### config.mk
export PLATFORM = sky130hd
export DESIGN_NAME = seg_scan_display
export DESIGN_NICKNAME = d
export VERILOG_FILES = /design/src/rtl/seg_pkg.sv /design/src/rtl/seg_hex_decode.sv /design/src/rtl/seg_scan_display.sv
export SDC_FILE = /design/constraint.sdc
export NUM_CORES = 1
export LEC_CHECK = 0
export CAP_MARGIN = 20
export CORE_AREA = 2 2 124 90
export DETAILED_ROUTE_END_ITERATION = 8
export DIE_AREA = 0 0 126 92
export GPL_TIMING_DRIVEN = 0
export PLACE_DENSITY = 0.73
export RECOVER_POWER = 100
export SLEW_MARGIN = 25
export SYNTH_ARGS = -nofsm -noshare
export SYNTH_HDL_FRONTEND = slang
export SYNTH_SLANG_ARGS = --single-unit
export TNS_END_PERCENT = 50
### constraint.sdc
create_clock -name clk -period 3.2 [get_ports clk]
set_input_delay 0.64 -clock clk [delete_from_list [all_inputs] [get_ports clk]]
set_output_delay 0.64 -clock clk [all_outputs]
set_load 0.03 [all_outputs]
### src/rtl/seg_pkg.sv
// Shared constants for the seven-segment scanner: blank pattern, segment
// bit positions and the active-low hex glyph table ({a,b,c,d,e,f,g,dp}).
package seg_pkg;

  // All segments dark (active-low outputs).
  localparam logic [7:0] SEG_BLANK = 8'hFF;

  // Bit positions inside the 8-bit segment word.
  localparam int SEG_A  = 7;
  localparam int SEG_B  = 6;
  localparam int SEG_C  = 5;
  localparam int SEG_D  = 4;
  localparam int SEG_E  = 3;
  localparam int SEG_F  = 2;
  localparam int SEG_G  = 1;
  localparam int SEG_DP = 0;

  // Glyphs for 0..F, active-low, decimal point off. Index 0 is the leftmost entry.
  localparam logic [0:15][7:0] HEX_GLYPH = {
    8'h03, 8'h9F, 8'h25, 8'h0D,   // 0 1 2 3
    8'h99, 8'h49, 8'h41, 8'h1F,   // 4 5 6 7
    8'h01, 8'h09, 8'h11, 8'hC1,   // 8 9 A b
    8'h63, 8'h85, 8'h61, 8'h71    // C d E F
  };

endpackage

### src/rtl/seg_hex_decode.sv
// Combinational decoder: one hex nibble plus its decimal-point enable to an
// active-low segment word {a,b,c,d,e,f,g,dp}.
module seg_hex_decode
  import seg_pkg::*;
(
  input  logic [3:0] nibble,
  input  logic       dp,
  output logic [7:0] seg
);

  // Look up the glyph, then overlay the decimal point (lit when dp=1).
  always_comb begin
    seg         = HEX_GLYPH[nibble];
    seg[SEG_DP] = ~dp;
  end

endmodule

### src/rtl/seg_scan_display.sv
// Time-multiplexed scanner for a common-anode N-digit seven-segment display.
// Data is loaded into a shadow buffer and copied to the active buffer only at
// a frame wrap, so a frame is never torn. Digit 0 is the leftmost digit.
// Optional macro SEG_BLINK_EN adds the blink_mask input and a blink phase
// that toggles every BLINK_FRAMES frame wraps.
module seg_scan_display
  import seg_pkg::*;
#(
  parameter int DIGITS       = 8,
  parameter int SCAN_DIV     = 2000,
  parameter int IDX_W        = $clog2(DIGITS),
  parameter int BLINK_FRAMES = 64
) (
  input  logic                  clk,
  input  logic                  rst,
  input  logic [4*DIGITS-1:0]   data,
  input  logic [DIGITS-1:0]     dp,
  input  logic                  load,
  input  logic                  lz_en,
  input  logic                  blank,
`ifdef SEG_BLINK_EN
  input  logic [DIGITS-1:0]     blink_mask,
`endif
  output logic [IDX_W-1:0]      which,
  output logic [7:0]            seg,
  output logic                  pending,
  output logic                  frame_done
);

  localparam int                CNT_W    = $clog2(SCAN_DIV);
  localparam logic [CNT_W-1:0]  CNT_LAST = CNT_W'(SCAN_DIV - 1);
  localparam logic [IDX_W-1:0]  IDX_LAST = IDX_W'(DIGITS - 1);

  logic [CNT_W-1:0]    cnt_q, cnt_d;
  logic [IDX_W-1:0]    idx_q, idx_d;
  logic [4*DIGITS-1:0] shadow_data_q, shadow_data_d;
  logic [DIGITS-1:0]   shadow_dp_q, shadow_dp_d;
  logic [4*DIGITS-1:0] act_data_q, act_data_d;
  logic [DIGITS-1:0]   act_dp_q, act_dp_d;
  logic                pending_q, pending_d;
  logic                frame_done_q, frame_done_d;
  logic [IDX_W-1:0]    which_q, which_d;
  logic [7:0]          seg_q, seg_d;

  logic                tick;
  logic                wrap;
  logic [3:0]          cur_nib;
  logic                cur_dp;
  logic                lead_zero;
  logic                suppress;
  logic                blink_dark;
  logic [7:0]          dec_seg;

  // Scan timing and double-buffer next state.
  // NOTE: every variable written here gets a default first, so no path leaves
  // it unassigned and no latch is inferred.
  always_comb begin
    tick          = (cnt_q == CNT_LAST);
    wrap          = tick && (idx_q == IDX_LAST);
    cnt_d         = tick ? '0 : cnt_q + CNT_W'(1);
    idx_d         = idx_q;
    act_data_d    = act_data_q;
    act_dp_d      = act_dp_q;
    shadow_data_d = shadow_data_q;
    shadow_dp_d   = shadow_dp_q;
    pending_d     = pending_q;
    frame_done_d  = wrap;

    if (tick) begin
      // Explicit wrap: DIGITS need not be a power of two.
      idx_d = wrap ? '0 : idx_q + IDX_W'(1);
    end

    // Swap uses the shadow contents from before any coincident load.
    if (wrap) begin
      pending_d = 1'b0;
      if (pending_q) begin
        act_data_d = shadow_data_q;
        act_dp_d   = shadow_dp_q;
      end
    end

    // A load always wins over the clear at a wrap, so new data stays pending.
    if (load) begin
      shadow_data_d = data;
      shadow_dp_d   = dp;
      pending_d     = 1'b1;
    end
  end

  // Select the active digit and decide whether it is a suppressed leading zero.
  always_comb begin
    cur_nib   = 4'h0;
    cur_dp    = 1'b0;
    lead_zero = 1'b1;
    for (int i = 0; i < DIGITS; i++) begin
      if (idx_q == IDX_W'(i)) begin
        cur_nib = act_data_q[4*(DIGITS-1-i) +: 4];
        cur_dp  = act_dp_q[DIGITS-1-i];
      end
      if ((IDX_W'(i) <= idx_q) && (act_data_q[4*(DIGITS-1-i) +: 4] != 4'h0)) begin
        lead_zero = 1'b0;
      end
    end
    // The rightmost digit always shows, so an all-zero value reads "0".
    suppress = lz_en && lead_zero && !cur_dp && (idx_q != IDX_LAST);
  end

  seg_hex_decode u_dec (
    .nibble (cur_nib),
    .dp     (cur_dp),
    .seg    (dec_seg)
  );

`ifdef SEG_BLINK_EN
  localparam int BF_W = (BLINK_FRAMES > 1) ? $clog2(BLINK_FRAMES) : 1;

  logic [BF_W-1:0] blink_cnt_q, blink_cnt_d;
  logic            blink_off_q, blink_off_d;

  // Count frame wraps and flip the blink phase every BLINK_FRAMES of them.
  always_comb begin
    blink_cnt_d = blink_cnt_q;
    blink_off_d = blink_off_q;
    if (wrap) begin
      if (blink_cnt_q == BF_W'(BLINK_FRAMES - 1)) begin
        blink_cnt_d = '0;
        blink_off_d = ~blink_off_q;
      end else begin
        blink_cnt_d = blink_cnt_q + BF_W'(1);
      end
    end
    blink_dark = 1'b0;
    for (int i = 0; i < DIGITS; i++) begin
      if (idx_q == IDX_W'(i)) begin
        blink_dark = blink_off_q && blink_mask[DIGITS-1-i];
      end
    end
  end

  // Blink phase register; starts in the on phase.
  always_ff @(posedge clk) begin
    if (rst) begin
      blink_cnt_q <= '0;
      blink_off_q <= 1'b0;
    end else begin
      blink_cnt_q <= blink_cnt_d;
      blink_off_q <= blink_off_d;
    end
  end
`else
  // Without the blink feature the phase is permanently on.
  assign blink_dark = 1'b0 && (BLINK_FRAMES > 0);
`endif

  // Registered output stage: which and seg always describe the same digit.
  always_comb begin
    which_d = idx_q;
    seg_d   = (blank || suppress || blink_dark) ? SEG_BLANK : dec_seg;
  end

  // State registers with synchronous reset; buffers are cleared too, so a
  // reset mid-frame also discards any pending load.
  // NOTE: non-blocking assignments here so every flop samples pre-edge values.
  always_ff @(posedge clk) begin
    if (rst) begin
      cnt_q         <= '0;
      idx_q         <= '0;
      shadow_data_q <= '0;
      shadow_dp_q   <= '0;
      act_data_q    <= '0;
      act_dp_q      <= '0;
      pending_q     <= 1'b0;
      frame_done_q  <= 1'b0;
      which_q       <= '0;
      seg_q         <= SEG_BLANK;
    end else begin
      cnt_q         <= cnt_d;
      idx_q         <= idx_d;
      shadow_data_q <= shadow_data_d;
      shadow_dp_q   <= shadow_dp_d;
      act_data_q    <= act_data_d;
      act_dp_q      <= act_dp_d;
      pending_q     <= pending_d;
      frame_done_q  <= frame_done_d;
      which_q       <= which_d;
      seg_q         <= seg_d;
    end
  end

  assign which      = which_q;
  assign seg        = seg_q;
  assign pending    = pending_q;
  assign frame_done = frame_done_q;

endmodule

# [Word level (Yosys, flattened, before mapping)]
# Memories as Yosys holds them, arrays and structs flattened. A register that Yosys moved wholly into a read port is not among the register bits.
# Index checks and enable logic that the tools add are counted.
[word_totals] register_bits=107 romBits=128 out_inout_bits=13 elab_cells=89 memories=1
[op_classes] addsub=2 n_lt_le_gt_ge=9 n_eq_ne=9 n_mux=29 n_bitwise=2 n_reduce_logical=27
[memory_table] memory="(name not given)" depth=16 word_bits=8 rd=1 rd_ports_with_merged_regs=1 wr=0 line="seg_hex_decode.sv:13" rtl="seg = HEX_GLYPH[nibble];"
[op_table] operator="$mux W4" count=8
[op_table] operator="$reduce_bool A4 Y1" count=8
[op_table] operator="$mux W1" count=18
[op_table] operator="$mux W8" count=2
[op_table] operator="$eq A3 B3 Y1 const B" count=4
[op_table] operator="$le A3 B3 Y1 const A" count=4
[op_table] operator="$logic_and A1 B1 Y1" count=12
[op_table] operator="$add A11 B1 Y11 const B" count=1
[op_table] operator="$eq A11 B11 Y1 const B" count=1
[op_table] operator="$eq A3 B2 Y1 const B" count=2
[op_table] operator="$le A1 B3 Y1 const A" count=2
[op_table] operator="$le A2 B3 Y1 const A" count=2
[op_table] operator="$ge A5 B5 Y1 const B" count=1
[op_table] operator="$not A4 Y5" count=1
[op_table] operator="$reduce_or A2 Y1" count=2
[op_table] operator="$add A3 B1 Y3 const B" count=1
[op_table] operator="$eq A3 B1 Y1 const B" count=1
[op_table] operator="$logic_not A3 Y1" count=1
[op_table] operator="$mux W3" count=1
[op_table] operator="$ne A3 B3 Y1 const B" count=1
[op_table] operator="$reduce_and A2 Y1" count=1
[op_table] operator="$reduce_bool A2 Y1" count=1
[op_table] operator="$logic_not A1 Y1" count=1
[op_table] operator="$logic_or A1 B1 Y1" count=1
[op_table] operator="$not A1 Y1" count=1

# [Logic depth before layout (Yosys ltp)]
[logic_depth] word_depth=15 depth_mapped=14

# [By module]
# Synthesis repeated with hierarchy kept, for this count alone.
[hier_totals] hier_cells=544 hier_area_um2=4966.0
[by_module_without_submodules] mod="seg_scan_display" n_inst=1 cells_per_inst=512 area_each_um2=4699.5 seq_area_each_um2=2142.1
[by_module_without_submodules] mod="seg_hex_decode" n_inst=1 cells_per_inst=32 area_each_um2=266.5 seq_area_each_um2=0.0

# [Worst setup path before layout]
# No wires, ideal clock.
[synth_timing] kind="flip-flop to flip-flop" startpoint="register idx_q[0]" endpoint="register seg_q[4], in the netlist seg[4]" arrival_ns=3.018 slack_ns=0.060 stages_incl_launch_ff=13 period_less_slack_ns=3.140 path_cell_list="dfxtp_1 > buf_2 > inv_1 > ha_1 > clkbuf_1 > buf_2 > a21oi_1 > a211oi_1 > a2111oi_2 > inv_1 > ha_1 > or3_1 > a311o_1"
[synth_via] elab_chain_len=15 elab_cells_between_ends=56 classes_between="order compare: 8; eq/ne: 8; mux: 24; bitwise: 1; reduce/logical: 15"
[synth_lines] element="from (decl)" line="seg_scan_display.sv:35" rtl="logic [IDX_W-1:0] idx_q, idx_d;"
[synth_lines] element="from (signal assigned)" line="seg_scan_display.sv:179" rtl="idx_q <= idx_d;"
[synth_lines] element="$le A1 B3 Y1" line="seg_scan_display.sv:101" rtl="if ((IDX_W'(i) <= idx_q) && (act_data_q[4*(DIGITS-1-i) +: 4] != 4'h0)) begin"
[synth_lines] element="$logic_and A1 B1 Y1" line="seg_scan_display.sv:101"
[synth_lines] element="$mux W1 (8 in series)" line="seg_scan_display.sv:101"
[synth_lines] element="$logic_and A1 B1 Y1 (3 in series)" line="seg_scan_display.sv:106" rtl="suppress = lz_en && lead_zero && !cur_dp && (idx_q != IDX_LAST);"
[synth_lines] element="$logic_or A1 B1 Y1" line="seg_scan_display.sv:159" rtl="seg_d = (blank || suppress || blink_dark) ? SEG_BLANK : dec_seg;"
[synth_lines] element="$reduce_or A2 Y1 (no line)"
[synth_lines] element="to (decl)" line="seg_scan_display.sv:43" rtl="logic [7:0] seg_q, seg_d;"
# Several ways; a longest one is shown, not always the timed one.
# A chain may end at the register's enable or synchronous reset.

# [Final worst setup path]
[layout_timing] startpoint="register idx_q[0]" endpoint="register seg_q[6], in the netlist seg[6]"
# The elaborated chain is that of the path after synthesis.

==> implementation parameters <==
Parameter                              Value

Clocking
  Worst-Skew Late Latency    350 ps
  Clock Sinks    107
  CTS H-Tree Depth    3
  Cell at the root of the clock tree    clkbuf_16
  Reg clk slew, reported paths    roughly 70 ps
  Clock buffer count from CTS    9
  Maximum clock insertion buffer count    2
  Clock tree from TritonCTS    done

Floorplanning
  Die extent in x    approximately 130 um
  Height of the die    92 um
  Core area    around 0.011 mm2
  Die ar.    between 0.01 and 0.015 mm2
  Initial cell density of the core    between 40% and 50%
  Row count    32
  IO Pins    slightly below 60

Global routing
  GRT met2 Usage    31.4%
  Wire length of the first global-routing pass    between 15 and 20 mm
  Antenna violations before repair    0
  Met3 usage    around 5.7%
  GR Overflow Total    0
  Grt met1 use    a little over a quarter
  GRT Total Usage    19.8%
  Largest net degree at the start of global routing    17
  Via count of the first global-routing pass    approximately 3800
  Most used routing layer in global routing    met2

Power
  Relative contribution of the clock network to total power    between 40 and 50%
  Power density over the cells    468 mW/mm2
  Internal power    0.00206 W
  Fraction of power consumed by combinational cells    between 6 and 7%
  Pleak    roughly 2.1 nW
  Portion of total power attributed to sequential cells    between 50% and 60%
  Switching part of the total    a little over a fifth
  Psw    about 0.00057 W
  Peak supply drop    just over 0.3 mV

Cells and area
  Layout filler cell count    about 1000
  Final Net Count    653
  Area delta synth->final    23.4%
  Post-route cell area    0.00561 mm2
  Share of post-route cells with drive strength above 1    about 6.0%
  Inserted Diodes    0
  Most common cell after layout, fill and taps aside    dfxtp_1
  Commonest cells after routing, fill and taps aside    dfxtp_1 (105), nand2_1 (95), nor2_1 (68)

Timing
  Final worst path period share    96.5%
  Rel. slew slack    between 40% and 50%
  RSZ-0062 raised after global routing    true
  Final critical-path required period    about 3100 ps
  Pins over their slew limit    0
  Fin. Hold Viols    0
  Highest Clock Rate    around 320 MHz
  Worst clock skew on the final layout    7.32 ps
  Number of setup violations in the final report    0
  Slew at the pin closest to its max-slew limit    between 800 and 900 ps
  WHS    451 ps

Yosys
  Number of flops mapped to enable cells by yosys    0
  Netlist Area Pre-Place    0.00455 mm2
  Async set-or-reset flop fraction in the synthesized netlist    0%
  Post-synthesis area per instance    approximately 8.6 um2
  Post-synthesis cell count    between 500 and 600
  Sequential share of the synthesized area    a little under half
  Number of synthesized register bits    107
  Yosys warns    0
  Post-synth cell types    52
  Predominant post-synthesis flop cell    dfxtp_1
  Syn_nets    approximately 600

Detailed routing
  Count of unresolved DRC violations after routing    0
  Detailed-route wire length    between 10 and 15 mm
  Iter 0 DRT Violations    280
  Via count    3901
  Routed wirelength normalized by instance count    15.3 um
  Antenna violation net count after detailed routing    0
  First-pass iteration count of the detailed router    5
  Ratio of routed vias to standard cells    roughly 5.3

Status
  Result of the run    complete, no violations

Setup path
  Nature of the critical path endpoint    flip-flop
  Worst reg2reg path depth    11
  RR Startpoint    idx_q[0]
  Data arrival time of the critical path    between 3000 and 4000 ps
  FF-to-FF setup slack    around 110 ps
  Capturing point of the worst reg2reg path    seg[6]
  Crit Path Class    flip-flop to flip-flop
  Largest fanout on the critical path    10
  End point of the critical path    seg[6]
  Type of origin of the critical path    flip-flop
  Worst endpoint required time    ~3400 ps
  CP startpoint    idx_q[0]

Placement
  Final HPWL from detailed placement    between 8 and 9 mm
  Placer's final routability congestion estimate    approximately 1
  Area after DPL    between 0.005 and 0.006 mm2
  Port Buffers    56

Job
  Max-Cap Viols    0

Min path
  Min-Delay Path Class    flip-flop to flip-flop
[flip-flops by register name, indices dropped and copies added (netlist names)]
name           flops
act_data_q        32
act_dp_q           8
cnt_q             11
frame_done         1
idx_q              3
pending            1
seg                8
shadow_data_q     32
shadow_dp_q        8
which              3
[worst min path at each step]
stage                                 start             end  slack, ps  cells past startpoint
after global routing      shadow_data_q[22]  act_data_q[22]        470                      2
after global placement             cnt_q[0]        cnt_q[0]        440                      1
after detailed placement  shadow_data_q[19]  act_data_q[19]        450                      2
final                     shadow_data_q[19]  act_data_q[19]        450                      2
after CTS                       act_dp_q[7]     act_dp_q[7]        460                      2
after floorplan                    cnt_q[0]        cnt_q[0]        430                      1
[Yosys cell counts (all sizes together), types with 3 or more instances]
cell | count | area share [%]
xor2 | 4 | 0.77
mux2i | 41 | 9.0
clkbuf | 26 | 2.1
o21ai | 8 | 0.88
a311o | 5 | 1.1
a221o | 3 | 0.66
nor2 | 68 | 5.6
buf | 10 | 1.2
inv | 10 | 0.83
or2 | 3 | 0.41
a31oi | 3 | 0.41
nor3b | 4 | 0.66
ha | 10 | 2.8
nor3 | 6 | 0.77
nor4 | 5 | 0.83
nand4b | 4 | 0.77
nor2b | 4 | 0.55
and3 | 5 | 0.69
nand2 | 95 | 7.8
dfxtp | 107 | 47
xnor2 | 6 | 1.2
nand2b | 4 | 0.55
nand3 | 16 | 1.8
a21oi | 53 | 5.8
[timing repair]
| item | CTS | global route |
|---|---|---|
| hold buffers | 0 | 0 |
| resized for setup | 5 | 8 |
| pin swaps | 2 | 3 |
| setup buffers | 2 | 1 |
| setup endpoints to repair | 7 | 5 |
[cell families (layout without fill, tap and decap cells)]
kind of cell	count (synthesis)	after routing	synth area share, %
AO/OA/AOI/OAI	88	88	12.1
buffers and inverters	46	118	4.15
flip-flops	107	107	47.1
adder cells (fa/ha/maj)	10	10	2.75
XOR/XNOR	10	10	1.93
AND/OR/NAND/NOR	228	228	22.9
multiplexers	41	41	9.03
[cell type report]
cell class	count	area, um2	share of cell area [%]
timing repair buffer	59	583	10.4
sequential	107	2150	38.3
clock inverter	5	53.8	0.959
clock buffer	10	229	4.08
tap	136	170	3.03
buffer	34	144	2.56
multi-input combinational	377	2250	40.1
inverter	10	37.5	0.669
[stage by stage]
step / utilization, % / TNS [ps] / std cells / worst slack [ps] / total power (W)
2_1_floorplan: - / 0 / 530 / 59.7 / 0.00150
4_1_cts: 52.9 / 0 / 737 / 40.1 / 0.00266
6_report: 53.1 / 0 / 738 / 113 / 0.00263
5_1_grt: 53.1 / -42.0 / 738 / -21.2 / 0.00273
3_3_place_gp: 49.9 / -2360 / 722 / -586 / 0.00158
3_5_place_dp: 49.9 / -2710 / 722 / -636 / 0.00159
[power by group through the flow]
stage               Sequential [W]  Combinational, W  Clock [W]
detailed placement         0.00142          0.000171          0
global route               0.00139          0.000184    0.00115
finish                     0.00139          0.000168    0.00107
floorplan                  0.00142         0.0000807          0
global placement           0.00142          0.000166          0
CTS                        0.00139          0.000171    0.00110
[critical path, cell delays in order (launching register included)]
cell	delay, ps
dfxtp_4	390
buf_4	190
inv_1	140
ha_4	220
buf_2	200
and2_0	170
a31oi_1	130
o21ai_0	130
nor3_2	400
ha_1	320
and3_1	140
or4_1	510
[routing by layer]
metal | vias to the layer above | part of all wire, %
li1 | 1950 | -
met1 | 1822 | 48
met2 | 115 | 43
met3 | 14 | 7.5
met4 | 0 | 1.1
met5 | - | 0
Note: power is estimated with default switching activity, not from simulation.
